`config.mk`:
```
export PLATFORM = sky130hd
export DESIGN_NAME = prog_sequencer
export DESIGN_NICKNAME = d
export VERILOG_FILES = /design/src/rtl/prog_sequencer.sv
export SDC_FILE = /design/constraint.sdc
export NUM_CORES = 1
export LEC_CHECK = 0
export CAP_MARGIN = 20
export CORE_AREA = 2 2 60 56
export DETAILED_ROUTE_END_ITERATION = 8
export DIE_AREA = 0 0 62 58
export DONT_BUFFER_PORTS = 1
export PLACE_DENSITY_LB_ADDON = 0.1
export SETUP_SLACK_MARGIN = 0.15
export SKIP_LAST_GASP = 1
export SLEW_MARGIN = 25
export SYNTH_ARGS = -nofsm -noshare
export SYNTH_HDL_FRONTEND = slang
export SYNTH_SLANG_ARGS = --single-unit
```
`constraint.sdc`:
```
create_clock -name clk -period 6.3 [get_ports clk]
set_input_delay 1.26 -clock clk [delete_from_list [all_inputs] [get_ports clk]]
set_output_delay 1.26 -clock clk [all_outputs]
set_load 0.01 [all_outputs]
```
`src/rtl/prog_sequencer.sv`:
```
// Program sequencer: launches one of three core programs per host request edge,
// supervises the run with a cycle counter and timeout, and reports completion.
module prog_sequencer #(
  parameter int unsigned PW  = 10,
  parameter int unsigned PC0 = 0,
  parameter int unsigned PC1 = 128,
  parameter int unsigned PC2 = 256,
  parameter logic [15:0] TMO = 16'd60000
) (
  input  logic          clk,
  input  logic          reset,
  input  logic          req,
  output logic          ack,
  output logic          core_start,
  output logic [PW-1:0] core_pc,
  input  logic          core_done,
  output logic [1:0]    prog_id,
  output logic          busy,
  output logic          timeout,
  output logic [15:0]   last_cycles
);

  typedef enum logic [1:0] {
    StIdle,
    StLaunch,
    StRun
  } state_e;

  state_e      state_q, state_d;
  logic        req_q;
  logic        ack_q, ack_d;
  logic        timeout_q, timeout_d;
  logic [1:0]  prog_id_q, prog_id_d;
  logic [15:0] cnt_q, cnt_d;
  logic [15:0] last_q, last_d;
  logic        launch;
  logic [1:0]  prog_id_next;
  logic [PW-1:0] pc_sel;

  // Only a fresh edge seen while idle starts a program; edges while busy are dropped.
  assign launch = (state_q == StIdle) && req && !req_q;

  assign prog_id_next = (prog_id_q == 2'd2) ? 2'd0 : prog_id_q + 2'd1;

  always_comb begin
    pc_sel = '0;
    unique case (prog_id_q)
      2'd0:    pc_sel = PW'(PC0);
      2'd1:    pc_sel = PW'(PC1);
      default: pc_sel = PW'(PC2);
    endcase
  end

  always_comb begin
    state_d   = state_q;
    ack_d     = ack_q;
    timeout_d = timeout_q;
    prog_id_d = prog_id_q;
    cnt_d     = cnt_q;
    last_d    = last_q;
    unique case (state_q)
      StIdle: begin
        if (launch) begin
          state_d   = StLaunch;
          ack_d     = 1'b0;
          timeout_d = 1'b0;
          cnt_d     = '0;
        end
      end
      StLaunch: begin
        state_d = StRun;
        cnt_d   = 16'd1;
      end
      StRun: begin
        // Completion takes priority over a timeout landing in the same cycle.
        if (core_done) begin
          state_d   = StIdle;
          ack_d     = 1'b1;
          last_d    = cnt_q;
          prog_id_d = prog_id_next;
        end else if (cnt_q == TMO) begin
          state_d   = StIdle;
          ack_d     = 1'b1;
          timeout_d = 1'b1;
          last_d    = TMO;
          prog_id_d = prog_id_next;
        end else begin
          cnt_d = cnt_q + 16'd1;
        end
      end
      default: state_d = StIdle;
    endcase
  end

  always_ff @(posedge clk) begin
    if (reset) begin
      state_q   <= StIdle;
      req_q     <= 1'b0;
      ack_q     <= 1'b0;
      timeout_q <= 1'b0;
      prog_id_q <= 2'd0;
      cnt_q     <= '0;
      last_q    <= '0;
    end else begin
      state_q   <= state_d;
      req_q     <= req;
      ack_q     <= ack_d;
      timeout_q <= timeout_d;
      prog_id_q <= prog_id_d;
      cnt_q     <= cnt_d;
      last_q    <= last_d;
    end
  end

  assign core_start  = (state_q == StLaunch);
  assign core_pc     = core_start ? pc_sel : '0;
  assign busy        = (state_q != StIdle);
  assign ack         = ack_q;
  assign timeout     = timeout_q;
  assign prog_id     = prog_id_q;
  assign last_cycles = last_q;

endmodule

```
==> Word level (Yosys, flattened, before mapping) <==
Cells that the tools add are included.
{ "classes": {"n_mul": 0, "addsub": 2, "n_reduce_logical": 14, "eq_ne": 10, "n_bitwise": 0, "order_cmp": 0, "shifts": 0, "div_mod_pow": 0, "mux": 21} }
{ "op_table": {"columns": ["op", "n"], "rows": [
  ["$mux 16", 5],
  ["$pmux 16 s3", 1],
  ["$pmux 9 s2", 1],
  ["$add 16x1->16 const B", 1],
  ["$eq 16x16->1 const B", 1],
  ["$mux 2", 6],
  ["$mux 10", 1],
  ["$ne 2x2->1 const B", 4],
  ["$reduce_and 4->1", 2],
  ["$pmux 2 s3", 1],
  ["$reduce_bool 2->1", 3],
  ["$eq 2x1->1 const B", 2],
  ["$eq 2x2->1 const B", 2],
  ["$logic_not 2->1", 2],
  ["$mux 1", 4],
  ["$pmux 1 s2", 2],
  ["$reduce_and 2->1", 2],
  ["$ne 3x3->1 const B", 1],
  ["$reduce_and 3->1", 1],
  ["$reduce_bool 3->1", 1],
  ["$add 2x1->2 const B", 1],
  ["$logic_and 1x1->1", 2],
  ["$logic_not 1->1", 1]
]} }
{ "totals": {"mem_count": 0, "wordCells": 54, "input_bits": 4, "latchBits": 0, "ramBits": 0, "ff_bits": 39, "mem_bits_ro": 0} }

==> Depth between registers and ports, before layout <==
Gate-level depths: netlist of run 1.
{ "depth": {"ltp_word": 5, "ltp_mapped": 9} }

==> Least setup slack after synthesis of run 1 <==
Ideal clock, no wire load.
{ "synth_timing": {"path_kind": "input -> register", "startpoint": "input port req", "endpoint": "register cnt_q[5]", "n_path_buf": 1, "required_time_ps": 6230, "cell_stages": 6, "t_arrival_ps": 2588, "setup_slack_ps": 3642, "path_cell_list": "nand2b_1 and2_1 a2111o_1 buf_6 or4_1 a21oi_1"} }
{ "synth_between": {"elab_chain_cells": 4} }
{ "synth_rtl": {"columns": ["element", "line", "text"], "rows": [
  ["start: declaration", "12", "input logic req,"],
  ["$logic_and 1x1->1 (2 in a row)", "41", "assign launch = (state_q == StIdle) && req && !req_q;"],
  ["$ne 2x2->1 (no source line)", null, null],
  ["$reduce_and 4->1 (no source line)", null, null],
  ["end signal: assignment", "110", "cnt_q <= cnt_d;"],
  ["end: declaration", "34", "logic [15:0] cnt_q, cnt_d;"]
]} }
No other way between the ends.
A chain may end at the register's enable or synchronous reset.

==> Worst setup path after layout of run 1 <==
{ "layout_timing": {"startpoint": "register state_q[1]", "endpoint": "output port core_pc[7]"} }
{ "layout_between": {"elab_chain_cells": 2} }
{ "layout_rtl": {"columns": ["element", "line", "text"], "rows": [
  ["start: declaration", "29", "state_e state_q, state_d;"],
  ["start signal: assignment", "97", "state_q <= StIdle;"],
  ["start signal: assignment", "105", "state_q <= state_d;"],
  ["$eq 2x1->1", "115", "assign core_start = (state_q == StLaunch);"],
  ["named net core_start", "14", "output logic core_start,"],
  ["$mux 10", "116", "assign core_pc = core_start ? pc_sel : '0;"],
  ["end: declaration", "15", "output logic [PW-1:0] core_pc,"]
]} }
The timed path passes the listed nets, and every way through them passes these cells.

==> impl_results.md, run 1 <==
- Status: finished, final reports clean
- Number of global-route vias before repair: 1,489
- Final TNS setup: 0 ps
- Final WS setup: 3650 ps
- Area Growth Syn to Fin: 2.39%
- Asr flop ratio synth: 0
- Synth Area in XOR/XNOR: 0
- Crit path capture type: output pin
- Unique masters post-synth: 40
- Clock Tree Root: clkbuf_4
- Synthesized area: 0.00194 sq mm
- Most Used Layer, Global Route: met2
- Slew Limit Fails: 0
- Synth Register Bits: 39
- Nets: 243
- Total congestion overflow: 0
- Total placed instance area: 0.00190 sq mm
- Period utilisation layout: 0.421
- Mux share of post-synthesis cell area: 0.0103
- Largest net degree at the start of global routing: 41
- Area leader, netlist: dfxtp_1
- Main combinational cell family by area after synthesis: simple AND/OR/NAND/NOR gates
- Minimum clock period: 2650 ps
- Slack of the worst reg-to-reg path: 3680 ps
- N_diodes: 0
- Critical Path Sink: core_pc[7]
- CTS tree: built
- Tot Pwr: 557 uW
- CP startpoint: state_q[1]
- Reg2reg start: state_q[0]
- Top post-synthesis cells by count: 39 x dfxtp_1, 33 x nor2_1, 17 x nand2_1
- Compound-Gate Fraction of Synth Area: 0.184
- RSZ-0062 raised after global routing: no
- First-pass GRT wire length: 6400 um
- Worst hold-check path type: flip-flop to flip-flop
- Avg Cell Area, Syn: 8.03 sq um
- Site row count: 19
- Die ar.: 0.00360 sq mm
- Sequential fraction of the synthesis area: 0.403
- PostCTS Resize Cnt: 0
- Worst slew pin tran: 814 ps
- Final instance area: 0.00198 sq mm
- Antenna viol nets, final: 0
- Initial Utilization: 0.651
- Vias: 1,679
- Hold Buf Count CTS: 0
- Adder-cell share of the synthesized area: 0.0388
- H-tree depth: 2
- Leakage power total: 0.694 nW
- Main area contributors after synthesis: dfxtp_1 40%, nor2_1 6.4%, a21oi_1 3.9%, ha_1 3.9%, o21ai_0 3.9%
- Worst setup SP type: flip-flop
- Vias/cell: 6.08
- Post-synth top area share: 0.403
- Clock skew: 7.92 ps
- Synth Instances: 241
- Clock net sink count: 39
- Clk slew on worst S/H paths: 120 ps
- Clk Latency, worst-skew pair: 350 ps
- GP Congestion: 0.815
- Antenna violations before repair: 0
- Dpl ws: 3370 ps
- GR Util All Layers: 0.240
- Die Y: 58 um
- Ratio of cells with drive above 1 in the final layout: 0.0470
- Post-synthesis simple-gate area fraction: 0.279
- Critical Path Fanout Max: 6
- WP data arrival: 1390 ps
- Max-Cap Viols: 0
- Final WL: 4070 um
- Most frequent cell after synthesis: dfxtp_1
- Synth Flop Type: dfxtp_1
- Number of cells on the worst reg-to-reg path: 6
- Global Route met3 Usage: 0.0848
- Worst reg2reg endpoint: cnt_q[10]
- GR met2 Demand/Resource: 0.385
- Port-buffer cells: 0
- DR DRC count: 0
- Critical path data required time: 5040 ps
- PD cells: 281 mW/mm^2
- 1st-pass router iterations: 4
- Hold WS: 516 ps
- Die width: 62 um
- CTS Buf Count: 5
- Post-CTS Setup Repair Bufs: 0
- IO Pins: 36
- Max clock buf depth: 2
- Count of final setup violators: 0
- Synthesis warning total: 0
- DRT iter0 DRCs: 110
- Maximum vdd drop: 0.163 mV
- Fin. Hold Viols: 0
- Met1 Use GR: 0.297
- Fill count: 281
- Post-synth EDFFs: 0
- Worst slew margin: 0.452
- Critical path class: flip-flop to output pin
- Core footprint: 0.00297 sq mm
- Peak Freq: 0.377 GHz
- HPWL after DPL: 2770 um
- Routed length per instance: 14.7 um
placed cells by master (no fill, tap or decap), drive strengths merged, types with 2 or more instances in the layout:
cell type / count
nor4bb: 2
o21ai: 15
and2: 3
ha: 6
and4: 3
inv: 9
nand4: 5
nand3b: 2
dfxtp: 39
o41ai: 3
or4: 3
nand2b: 6
nor2: 33
or3: 2
clkbuf: 6
conb: 8
nand2: 17
nand3: 5
a21oi: 15
o32ai: 3
a22oi: 9
nor3: 9
nor2b: 8
mux2i: 2
a31oi: 7
o31ai: 2
flip-flops by register name, indices dropped and copies added, names as in the netlist:
name         cells
cnt_q           16
last_cycles     16
prog_id          2
state_q          2
ack              1
req_q            1
timeout          1
layer usage:
layer | vias to the layer above | wire length (um)
li1 | 824 | -
met1 | 771 | 1850
met2 | 73 | 1820
met3 | 11 | 325
met4 | 0 | 72
met5 | - | 0
report_power, final:
part	total [mW]	switching (mW)	internal, mW	leakage, nW
clock	0.177	0.0835	0.0938	0.0482
sequential	0.267	0.0103	0.257	0.315
combinational	0.113	0.0754	0.0374	0.331
final cells by class:
type | instances | area, sq um | area share
timing repair buffer | 1 | 7.51 | 0.00379
multi-input combinational | 177 | 1020 | 0.515
tap | 42 | 52.6 | 0.0265
clock inverter | 2 | 35.0 | 0.0177
clock buffer | 6 | 51.3 | 0.0259
inverter | 9 | 33.8 | 0.0170
sequential | 39 | 781 | 0.394
worst max-delay path, stage by stage, from the launching register on:
cell     delay (ps)
dfxtp_1         350
inv_1           100
ha_1            320
nand2_1          80
nor2_1          190
logic make-up after synthesis:
kind of cell / Yosys count
flip-flops: 39
adder cells (fa/ha/maj): 6
AND/OR/NAND/NOR: 104
multiplexers: 2
buffers and inverters: 32
other: 1
AO/OA/AOI/OAI: 57
through the flow:
step           cells   util
6_report         276  0.667
5_1_grt          276  0.667
4_1_cts          276  0.667
3_5_place_dp     268  0.638
3_3_place_gp     268  0.638
2_1_floorplan    248      -
worst min-delay path by stage:
| stage | end | cells after the start | startpoint | slack [ps] |
|---|---|---|---|---|
| 6_report | cnt_q[15] | 2 | cnt_q[15] | 520 |
| 5_1_grt | cnt_q[1] | 2 | cnt_q[1] | 570 |
| 4_1_cts | cnt_q[15] | 2 | cnt_q[15] | 520 |
| 3_5_place_dp | cnt_q[15] | 2 | cnt_q[15] | 500 |
| 3_3_place_gp | cnt_q[15] | 2 | cnt_q[15] | 480 |
| 2_1_floorplan | cnt_q[11] | 1 | cnt_q[11] | 460 |
Power figures use the tool's default switching activity.
==> run 2, diff against run 1 <==
--- a/config.mk
+++ b/config.mk
@@ -6,9 +6,9 @@
 export NUM_CORES = 1
 export LEC_CHECK = 0
 export CAP_MARGIN = 20
-export CORE_AREA = 2 2 60 56
+export CORE_AREA = 2 2 62 59
 export DETAILED_ROUTE_END_ITERATION = 8
-export DIE_AREA = 0 0 62 58
+export DIE_AREA = 0 0 64 61
 export DONT_BUFFER_PORTS = 1
 export PLACE_DENSITY_LB_ADDON = 0.1
 export SETUP_SLACK_MARGIN = 0.15
==> constraint.sdc (replaced) <==
create_clock -name clk -period 2.7 [get_ports clk]
set_input_delay 0.54 -clock clk [delete_from_list [all_inputs] [get_ports clk]]
set_output_delay 0.54 -clock clk [all_outputs]
set_load 0.01 [all_outputs]
==> run 2 against run 1 <==
Net effect: non-clock buffer count rose by 4; clock power up 71%; via count is 2.5% lower; final area rose by 0.13%; critical endpoint is now cnt_q[1].
==> impl_results.md, run 2 (synthesized netlist as in run 1, its figures left out) <==
- Status: finished, final reports clean
- Site row count: 20
- Area Growth Syn to Fin: 2.52%
- Clk slew on worst S/H paths: 110 ps
- Dpl cells: 274
- Hold Path Depth: 1
- Largest net degree at the start of global routing: 41
- Worst slew pin tran: 698 ps
- HPWL after DPL: 2960 um
- Ratio of cells with drive above 1 in the final layout: 0.0591
- CTS Buf Count: 5
- Antenna violations before repair: 0
- Hold Path End: last_cycles[0]
- GR Util All Layers: 0.227
- Fin. Hold Viols: 0
- IO Pins: 36
- First-pass GRT wire length: 6700 um
- Vias/cell: 5.83
- Hold WS: 251 ps
- Number of cells on the worst reg-to-reg path: 8
- Period utilisation layout: 0.872
- Clock Tree Root: clkbuf_4
- Critical path class: flip-flop to flip-flop
- Max-Cap Viols: 0
- Slew Limit Fails: 0
- Critical Path Fanout Max: 12
- Leakage power total: 0.700 nW
- Worst reg2reg endpoint: cnt_q[1]
- Total placed instance area: 0.00193 sq mm
- Routed length per instance: 14.9 um
- Vias: 1,637
- WP data arrival: 2630 ps
- Worst slew margin: 0.530
- Minimum clock period: 2360 ps
- Most common cell after layout, fill and taps aside: dfxtp_1
- PostCTS Resize Cnt: 0
- Worst hold-check path type: input port to flip-flop
- CTS tree: built
- Core footprint: 0.00323 sq mm
- Clock net sink count: 39
- Reg2reg start: cnt_q[0]
- Max clock buf depth: 2
- Finished Layout Cells: 281
- DRT iter0 DRCs: 102
- Initial Utilization: 0.600
- PD cells: 613 mW/mm^2
- Count of final setup violators: 0
- Crit path capture type: flip-flop
- RSZ-0062 raised after global routing: no
- Port-buffer cells: 0
- Peak Freq: 0.425 GHz
- GP Congestion: 0.866
- Nets: 247
- Dpl ws: 381 ps
- H-tree depth: 2
- N_diodes: 0
- Hold Buf Count CTS: 0
- Final WL: 4190 um
- Final WS setup: 345 ps
- Number of global-route vias before repair: 1,366
- Slack of the worst reg-to-reg path: 340 ps
- Clock skew: 6.54 ps
- Clk Latency, worst-skew pair: 340 ps
- Final TNS setup: 0 ps
- Commonest cells after routing, fill and taps aside: 39 x dfxtp_1, 33 x nor2_1, 17 x nand2_1
- Critical path data required time: 2980 ps
- Die ar.: 0.00390 sq mm
- Post-CTS Setup Repair Bufs: 0
- Die width: 64 um
- Die Y: 61 um
- Final instance area: 0.00198 sq mm
- 1st-pass router iterations: 4
- Core Util, Final: 0.615
- Min-delay src: reset
- Total congestion overflow: 0
- DR DRC count: 0
- Fill count: 295
- Worst setup SP type: flip-flop
- Maximum vdd drop: 0.381 mV
- Antenna viol nets, final: 0
- Tot Pwr: 1.22 mW
-- run 2: cell count changes in the layout (fill, tap and decap cells not counted), sizes merged --
cell    change
bufinv      -1
buf         +4
-- run 2: where the power goes --
group          switching, mW  internal (mW)
combinational          0.190          0.102
clock                  0.181          0.121
sequential            0.0229          0.599
-- run 2: cell type report --
type,instances,area (sq um),share of cell area
multi-input cells,177,1020,0.515
well taps,44,55.1,0.0277
flip-flops and latches,39,781,0.393
clock inverters,1,5.00,0.00252
repair buffers,5,37.5,0.0189
clock buffers,6,51.3,0.0259
inverters,9,33.8,0.0170
-- run 2: worst max-delay path, cell delays in order (launching register included) --
cell and delay [ps]:
dfxtp_1 420, inv_1 80, ha_1 190, nor4bb_1 150
and4_4 170, a2111o_1 550, buf_4 230, or3_1 350
a21oi_1 140
-- run 2: worst max-delay path by stage --
stage                         from         to  cells after the start
after floorplan           cnt_q[0]   cnt_q[5]                      8
after global routing      cnt_q[0]   cnt_q[1]                      8
after detailed placement  cnt_q[0]  cnt_q[10]                      7
after CTS                 cnt_q[0]   cnt_q[1]                      8
final                     cnt_q[0]   cnt_q[1]                      8
after global placement    cnt_q[0]   cnt_q[1]                      8
-- run 2: routing by layer --
layer | share of wire | global-route usage | vias up
met1 | 0.47 | 0.313 | 753
met2 | 0.45 | 0.327 | 58
met4 | 0.012 | 0.0963 | 0
li1 | - | - | 821
met3 | 0.072 | 0.0761 | 5
met5 | 0 | 0 | -
